File: src/rtl/cv32e40p_tmr_div_voter.sv
`default_nettype none
// ============================================================================
// Module   : cv32e40p_tmr_div_voter
// Purpose  : Bitwise 2-of-3 voter for the triplicated divider result lanes,
//            with per-lane mismatch counters, sticky fault detection after a
//            run of consecutive disagreements, and a four-phase alert
//            handshake toward the SoC safety controller.
// Revision : 1.0 - initial release
// ============================================================================
module cv32e40p_tmr_div_voter #(
  parameter int WIDTH        = 33,
  parameter int ERR_CNT_W    = 8,
  parameter int FAULT_THRESH = 3
) (
  input  logic                 clk_i,
  input  logic                 rst_ni,
  input  logic                 en_i,
  input  logic [WIDTH-1:0]     lane0_i,
  input  logic [WIDTH-1:0]     lane1_i,
  input  logic [WIDTH-1:0]     lane2_i,
  input  logic                 clear_i,
  output logic [WIDTH-1:0]     voted_o,
  output logic                 voted_valid_o,
  output logic [2:0]           mismatch_o,
  output logic                 uncorrectable_o,
  output logic [2:0]           fault_lane_o,
  output logic [ERR_CNT_W-1:0] err_cnt0_o,
  output logic [ERR_CNT_W-1:0] err_cnt1_o,
  output logic [ERR_CNT_W-1:0] err_cnt2_o,
  output logic                 alert_req_o,
  input  logic                 alert_ack_i
);

  // Run counters are 4 bits wide, so the threshold is held in the same width.
  localparam logic [3:0] RUN_THRESH = 4'(FAULT_THRESH);

  typedef enum logic [1:0] {
    ALERT_IDLE = 2'd0,
    ALERT_REQ  = 2'd1,
    ALERT_HOLD = 2'd2
  } alert_state_e;

  logic [WIDTH-1:0] maj;
  logic [2:0]       mism;
  logic             unc;

  logic [WIDTH-1:0] voted_q;
  logic             valid_q;
  logic [2:0]       mismatch_q;
  logic             unc_q;
  logic [2:0]       fault_prev_q;

  alert_state_e     alert_state_q;
  logic             pending_q;
  logic             alert_req_q;
  logic             alert_event;

  assign maj = (lane0_i & lane1_i) | (lane1_i & lane2_i) | (lane0_i & lane2_i);

  // Per-lane comparison, error counting and consecutive-run fault detection.
  for (genvar k = 0; k < 3; k++) begin : g_lane
    logic [WIDTH-1:0]     lane;
    logic                 lane_mism;
    logic [ERR_CNT_W-1:0] cnt_q;
    logic [3:0]           run_q;
    logic                 fault_q;

    assign lane      = (k == 0) ? lane0_i : ((k == 1) ? lane1_i : lane2_i);
    assign lane_mism = (lane != maj);

    // Clear wins over any same-cycle increment; disabled cycles hold the run.
    always_ff @(posedge clk_i or negedge rst_ni) begin
      if (!rst_ni) begin
        cnt_q   <= '0;
        run_q   <= '0;
        fault_q <= 1'b0;
      end else if (clear_i) begin
        cnt_q   <= '0;
        run_q   <= '0;
        fault_q <= 1'b0;
      end else if (en_i) begin
        if (lane_mism) begin
          if (cnt_q != '1) begin
            cnt_q <= cnt_q + ERR_CNT_W'(1);
          end
          if (run_q < RUN_THRESH) begin
            run_q <= run_q + 4'd1;
          end
          // This sample is the FAULT_THRESH-th consecutive mismatch (or later).
          if (run_q >= RUN_THRESH - 4'd1) begin
            fault_q <= 1'b1;
          end
        end else begin
          run_q <= '0;
        end
      end
    end
  end

  assign mism = {g_lane[2].lane_mism, g_lane[1].lane_mism, g_lane[0].lane_mism};
  assign unc  = &mism;

  // Registered vote and per-sample status; vote holds while disabled.
  always_ff @(posedge clk_i or negedge rst_ni) begin
    if (!rst_ni) begin
      voted_q      <= '0;
      valid_q      <= 1'b0;
      mismatch_q   <= '0;
      unc_q        <= 1'b0;
      fault_prev_q <= '0;
    end else begin
      valid_q      <= en_i;
      fault_prev_q <= fault_lane_o;
      if (en_i) begin
        voted_q    <= maj;
        mismatch_q <= mism;
        unc_q      <= unc;
      end else begin
        mismatch_q <= '0;
        unc_q      <= 1'b0;
      end
    end
  end

  // A newly faulted lane or an uncorrectable sample both request an alert.
  assign alert_event = (|(fault_lane_o & ~fault_prev_q)) | unc_q;

  // Four-phase alert handshake; events during a handshake are coalesced
  // into a single pending bit and replayed once the handshake completes.
  always_ff @(posedge clk_i or negedge rst_ni) begin
    if (!rst_ni) begin
      alert_state_q <= ALERT_IDLE;
      pending_q     <= 1'b0;
      alert_req_q   <= 1'b0;
    end else if (clear_i) begin
      alert_state_q <= ALERT_IDLE;
      pending_q     <= 1'b0;
      alert_req_q   <= 1'b0;
    end else begin
      case (alert_state_q)
        ALERT_IDLE: begin
          if (alert_event || pending_q) begin
            alert_state_q <= ALERT_REQ;
            alert_req_q   <= 1'b1;
            pending_q     <= 1'b0;
          end
        end
        ALERT_REQ: begin
          if (alert_event) begin
            pending_q <= 1'b1;
          end
          if (alert_ack_i) begin
            alert_state_q <= ALERT_HOLD;
            alert_req_q   <= 1'b0;
          end
        end
        ALERT_HOLD: begin
          if (alert_event) begin
            pending_q <= 1'b1;
          end
          if (!alert_ack_i) begin
            alert_state_q <= ALERT_IDLE;
          end
        end
        default: begin
          alert_state_q <= ALERT_IDLE;
          alert_req_q   <= 1'b0;
        end
      endcase
    end
  end

  assign voted_o         = voted_q;
  assign voted_valid_o   = valid_q;
  assign mismatch_o      = mismatch_q;
  assign uncorrectable_o = unc_q;
  assign fault_lane_o    = {g_lane[2].fault_q, g_lane[1].fault_q, g_lane[0].fault_q};
  assign err_cnt0_o      = g_lane[0].cnt_q;
  assign err_cnt1_o      = g_lane[1].cnt_q;
  assign err_cnt2_o      = g_lane[2].cnt_q;
  assign alert_req_o     = alert_req_q;

endmodule
`default_nettype wire
File: config.mk
export PLATFORM = sky130hd
export DESIGN_NAME = cv32e40p_tmr_div_voter
export DESIGN_NICKNAME = d
export VERILOG_FILES = /design/src/rtl/cv32e40p_tmr_div_voter.sv
export SDC_FILE = /design/constraint.sdc
export NUM_CORES = 1
export LEC_CHECK = 0
export BUFFER_PORTS_ARGS = -buffer_cell sky130_fd_sc_hd__buf_4
export CAP_MARGIN = 5
export CORE_MARGIN = 2
export CORE_UTILIZATION = 50
export CTS_CLUSTER_SIZE = 12
export DETAILED_ROUTE_END_ITERATION = 8
export PLACE_DENSITY = 0.73
export SYNTH_ARGS = -nofsm -noshare
export SYNTH_HDL_FRONTEND = slang
export SYNTH_SLANG_ARGS = --single-unit
File: constraint.sdc
create_clock -name clk_i -period 4.7 [get_ports clk_i]
set_input_delay 0.235 -clock clk_i [delete_from_list [all_inputs] [get_ports clk_i]]
set_output_delay 0.235 -clock clk_i [all_outputs]
set_load 0.02 [all_outputs]
==> results of run 1 <==
-- final timing paths --
kind | depth (start not counted) | from | to | slack (ns)
setup / recovery | 8 | lane2_i[23] | err_cnt1_o[2] | 2.27
setup reg to reg | 5 | err_cnt2_o[0] | err_cnt2_o[4] | 2.63
hold / removal | 3 | lane2_i[28] | voted_o[28] | 0.18
min in group asynchronous | 2 | rst_ni | alert_state_q[1] | 0.43
max in group asynchronous | 3 | rst_ni | voted_o[26] | 3.30
hold reg to reg | 0 | g_lane[1].fault_q | fault_prev_q[1] | 0.42
-- timing repair --
| action | 4_1_cts | 5_1_grt |
|---|---|---|
| hold endpoints to repair | 40 | 0 |
| hold buffers | 1 | 0 |
| endpoints found under the setup margin | 0 | 0 |
-- worst min-delay path, stage by stage --
cell	delay, ns
buf_4	0.11
o211ai_1	0.08
o21ai_0	0.06
-- placed cells by master (no fill, tap or decap), drive strengths merged, types with 15 or more instances in the layout --
master   synthesis  routed
inv             37      37
nor3b           58      58
a2111oi         19      19
o21ai           38      38
o21a            18      18
a21o            22      22
dfrtp           84      84
nor3            21      21
nor2b           24      24
and3b           49      49
o211ai          15      15
nor4            26      26
buf              8     171
a21oi           35      35
nand2           34      34
nor2            45      45
-- registers in the layout (all words and copies together), names as in the netlist --
register	cells
alert_req_o	1
alert_state_q	2
err_cnt0_o	8
err_cnt1_o	8
err_cnt2_o	8
fault_prev_q	3
g_lane.fault_q	3
g_lane.run_q	12
mismatch_o	3
pending_q	1
uncorrectable_o	1
voted_o	33
voted_valid_o	1
-- cell type report --
cell class	instances	share of cell area
inverters	37	0.0180
clock inverters	4	0.00341
flip-flops and latches	84	0.273
clock buffers	11	0.0315
well taps	147	0.0239
multi-input cells	537	0.482
repair buffers	172	0.168
-- report_power, final --
group / switching, uW / internal (uW)
Clock: 298 / 369
Sequential: 41.6 / 781
Combinational: 309 / 251
Total: 649 / 1400
-- stage by stage --
| step | total power [uW] | hold slack [ns] | std cells | instance area, um^2 | util |
|---|---|---|---|---|---|
| floorplan | 1130 | -0.0606 | 680 | 6080 | - |
| finish | 2050 | 0.183 | 992 | 7700 | 0.644 |
| global placement | 1380 | 0.260 | 976 | 7420 | 0.620 |
| global route | 2160 | 0.209 | 992 | 7700 | 0.644 |
| detailed placement | 1390 | 0.268 | 976 | 7420 | 0.620 |
| CTS | 2060 | 0.173 | 992 | 7700 | 0.644 |
-- metal layers --
metal  vias to the layer above  global-route usage
met4                         0               0.106
met3                        34              0.0508
met2                       225               0.463
met1                      2856               0.357
li1                       2903                   -
met5                         -                   0
-- kinds of logic after synthesis --
family	share of synthesized area
AO/OA/AOI/OAI	0.220
XOR/XNOR	0.00144
adder cells (fa/ha/maj)	0.0267
buffers and inverters	0.0442
flip-flops	0.346
multiplexers	0.0317
AND/OR/NAND/NOR	0.330
==> results.ini, run 1 <==
[run_status]
status = finished clean

[synthesis]
syn_nets = 797
synth_flop_cell = dfrtp_1
ys_warn_count = 0
syn_area_per_cell_um2 = 8.94
synthArstFlopShare = 1.00
seq_area_frac_synth = 0.346
synth.largest_area_cell = dfrtp_1
syn_inst = 680
synth_area_leaders = dfrtp_1 35%, nor3b_1 7.2%, and3b_1 6.3%, o21ai_0 3.1%, a21oi_1 2.9%
synth_cell_type_count = 63
synth_edf_count = 0
yosys-top-cells-count = 84 x dfrtp_1, 58 x nor3b_1, 45 x nor2_1
synth-seq-cells = 84
synthDominantCellAreaShare = 0.346
yosysMostFrequentCell = dfrtp_1
syn-cell-area_mm2 = 0.00608

[timing]
max_slew.worst_pin.slew_ns = 0.937
final.period_utilization = 0.517
setup_tns_ns = 0
slew_headroom = 0.359
maxSlewViolCount = 0
finalHoldViolations = 0
period_needed_ns = 2.43
finalSetupViolCount = 0
fmax_mhz = 412
grt_setup_unrepaired = no
fin_worst_skew_ns = 0.00500
setup_ws_ns = 2.27

[route]
drt_wl_total_um = 17600
wl_per_cell_um = 17.8
drcViolationCount = 0
viasPerCell = 6.07
drtPass1Iterations = 5
vias = 6018
top_signal_layer_used = met4
wl_met1_um = 7440
routed-wl-met3_um = 1200
wl_met2_um = 8570
drtIter0Drc = 385
antenna_left = 0

[worst_setup_path]
critical_path.slowest_cell = a2111oi_0
crit_arrival_ns = 2.66
worst_path_dominant_cell_family = simple AND/OR/NAND/NOR gates
crit_path_cell_trace = buf_4, nor2b_1, a2111oi_0, nand4_1, nor4_4, nand2_4, and3_1, mux2_4
cp_num_buf_inv = 1
critPathRequiredTime_ns = 4.93
criticalPathCategory = input pin to flop
startpoint_type = input pin
crit_path_end_kind = flop
critical_path.max_stage_delay_ns = 0.74
cp_max_fo = 6

[clocking]
numCtsBuffers = 9
cts_tree = yes
cts_setup_buffers = 0
clk_pin_slew_ns = 0.06
htree_levels = 3
cts_resized = 0
root_buffer = clkbuf_16
clk_path_buf_depth = 2
cts_sinks = 84
clock_latency_ns = 0.34

[global_route]
grtUsageTotal = 0.277
grt_max_degree = 55
grt_pass1_wl_um = 28500
grt_remaining_overflow = 0
antenna_found_initial = 0
grt_pass1_vias = 5670

[layout]
seq_area_mm2 = 0.00210
final_nets = 958
diodes = 0
drive_above_1_share = 0.257
areaGrowthSynthToFinish_pct = 26.6
fillers = 1033
multi_input_area_mm2 = 0.00371

[die]
fp.coreArea_mm2 = 0.0120
rows = 40
fp.dieH_um = 114
die_x_um = 114
die_area_mm2 = 0.0131
initial_core_util = 0.508
ios = 170

[pwr]
irDropWorstVdd_v = 0.000128
power.density_mw_per_mm2 = 266
cellLeakagePower_uw = 0.00363

[min_path]
min_path_type = input pin to flop

[placed_design]
place.gp.congestion = 0.912
dp_hpwl_um = 13400
pre_cts_ws_ns = 1.95
portBuffers = 169

[run]
drv_cap = 0

Power figures use the tool's default switching activity.
==> run 2: changes to the inputs <==
--- a/config.mk
+++ b/config.mk
@@ -8,7 +8,7 @@
 export BUFFER_PORTS_ARGS = -buffer_cell sky130_fd_sc_hd__buf_4
 export CAP_MARGIN = 5
 export CORE_MARGIN = 2
-export CORE_UTILIZATION = 50
+export CORE_UTILIZATION = 48
 export CTS_CLUSTER_SIZE = 12
 export DETAILED_ROUTE_END_ITERATION = 8
 export PLACE_DENSITY = 0.73
==> constraint.sdc (replaced) <==
create_clock -name clk_i -period 2.2 [get_ports clk_i]
set_input_delay 0.11 -clock clk_i [delete_from_list [all_inputs] [get_ports clk_i]]
set_output_delay 0.11 -clock clk_i [all_outputs]
set_load 0.02 [all_outputs]
==> results.ini, run 2 (synthesis gave the netlist of run 1 again) <==
[run_status]
status = finished clean

[die]
fp.coreArea_mm2 = 0.0125
ios = 170
initial_core_util = 0.486
die_area_mm2 = 0.0136
rows = 41
fp.dieH_um = 117
die_x_um = 117

[timing]
maxSlewViolCount = 0
finalHoldViolations = 0
setup_ws_ns = 0.216
slew_headroom = 0.568
setup_tns_ns = 0
finalSetupViolCount = 0
final.period_utilization = 0.902
fin_worst_skew_ns = 0.00559
period_needed_ns = 1.98
max_slew.worst_pin.slew_ns = 0.646
fmax_mhz = 504
grt_setup_unrepaired = no

[worst_setup_path]
crit_arrival_ns = 2.22
r2r-start = err_cnt1_o[0]
worst_path_dominant_cell_family = compound AO/OA/AOI/OAI gates
cp_num_cells = 9
r2r_end = err_cnt1_o[5]
crit_path_start = lane2_i[6]
criticalPathCategory = input pin to flop
critical_path.slowest_cell = a2111oi_0
ff2ff_path_depth = 6
crit_path_end_kind = flop
crit_path_cell_trace = buf_4, nor2b_1, a2111oi_0, nand4_1, a2111oi_4, buf_4, nand2_4, and3_1, mux2_4
cp-endpoint = err_cnt1_o[2]
critical_path.max_stage_delay_ns = 0.54
cp_max_fo = 4
crit_top_cell = buf_4
rrSetupSlack_ns = 0.26
critPathRequiredTime_ns = 2.44
startpoint_type = input pin
cp_num_buf_inv = 2

[pwr]
irDropWorstVdd_v = 0.000340
cellLeakagePower_uw = 0.00403
power.density_mw_per_mm2 = 557

[placed_design]
place.gp.congestion = 0.928
pre_cts_ws_ns = -0.293
dp_hpwl_um = 14500
portBuffers = 169
placed_area_mm2 = 0.00803

[layout]
mostFrequentLayoutCell = buf_4
diodes = 0
final_cell_mix = 246 x buf_4, 84 x dfrtp_1, 58 x nor3b_1
fillers = 1075
finalInstanceArea_mm2 = 0.00834
multi_input_area_mm2 = 0.00371
drive_above_1_share = 0.320
largest_reg_flops = 33
final_nets = 1034
areaGrowthSynthToFinish_pct = 37.1
seq_area_mm2 = 0.00210

[clocking]
root_buffer = clkbuf_16
numCtsBuffers = 9
clk_path_buf_depth = 2
htree_levels = 3
clock_latency_ns = 0.35
clk_pin_slew_ns = 0.07
cts_sinks = 84
cts_tree = yes

[route]
top_signal_layer_used = met4
antenna_left = 0
viasPerCell = 5.79
drtPass1Iterations = 8
vias = 6333
wl_per_cell_um = 17.4
drt_wl_total_um = 19000
routed-wl-met3_um = 1310
wl_met2_um = 9300
drcViolationCount = 0
drtIter0Drc = 476
wl_met1_um = 7770

[global_route]
grt_pass1_wl_um = 30000
antenna_found_initial = 0
grt_remaining_overflow = 0
grtUsageTotal = 0.285
grt_pass1_vias = 6158
grt_max_degree = 53

[run]
drv_cap = 0

[min_path]
min_path_type = input pin to flop

-- run 2: changes by cell type in the layout (fill, tap and decap cells not counted) --
cell	delta
clkinv_4	+1
bufinv_16	+1
clkbuf_8	-1
clkbuf_1	-1
buf_4	+75
buf_12	+1
clkinv_2	+2
clkinvlp_4	-1
a2111oi_1	+1
a2111oi_0	-1
-- run 2: worst min-delay path by stage --
stage,from,end,slack (ns),cells after the start
2_1_floorplan,rst_ni,alert_req_o,-0.19,0
3_3_place_gp,rst_ni,alert_state_q[1],0.14,1
3_5_place_dp,rst_ni,alert_state_q[1],0.14,1
4_1_cts,lane2_i[23],voted_o[23],0.03,3
5_1_grt,lane2_i[25],voted_o[25],0.07,3
6_report,lane2_i[23],voted_o[23],0.04,3
-- run 2: stage by stage --
stage | instances | util | hold WS [ns] | power (uW)
global route | 1094 | 0.666 | 0.0699 | 4870
detailed placement | 1077 | 0.642 | 0.139 | 3100
CTS | 1094 | 0.666 | 0.0305 | 4670
finish | 1094 | 0.666 | 0.0393 | 4650
floorplan | 680 | - | -0.186 | 2410
global placement | 1077 | 0.642 | 0.135 | 3060
-- run 2: metal layers --
metal	track usage	vias to the layer above
met3	0.0602	48
met2	0.484	231
li1	-	3044
met4	0.140	0
met5	0	-
met1	0.344	3010
-- run 2: power by group --
part / internal (uW) / switching, uW / leakage (uW) / total, uW
clock: 877 / 688 / 0.000149 / 1560
combinational: 628 / 692 / 0.00279 / 1320
sequential: 1670 / 92.9 / 0.00109 / 1760
-- run 2: worst register-to-register path, delay by kind of cell (launching register included) --
kind / cells / cell delay (ns)
compound gates: 2 / 0.40
fa+ha+maj: 1 / 0.27
flops: 1 / 0.42
mux: 1 / 0.33
simple gates: 2 / 0.40
-- run 2: layout make-up --
type,instances,share of cell area
clock buffers,9,0.0270
clock inverters,7,0.00810
inverters,37,0.0167
multi-input cells,537,0.445
flip-flops and latches,84,0.252
well taps,172,0.0258
repair buffers,248,0.225
-- run 2: timing repair --
action | 4_1_cts | 5_1_grt
gates resized for setup | 0 | 1
setup endpoints to repair | 0 | 1
buffers inserted | 0 | 0
endpoints found under the hold margin | 37 | 0
hold buffers | 1 | 0
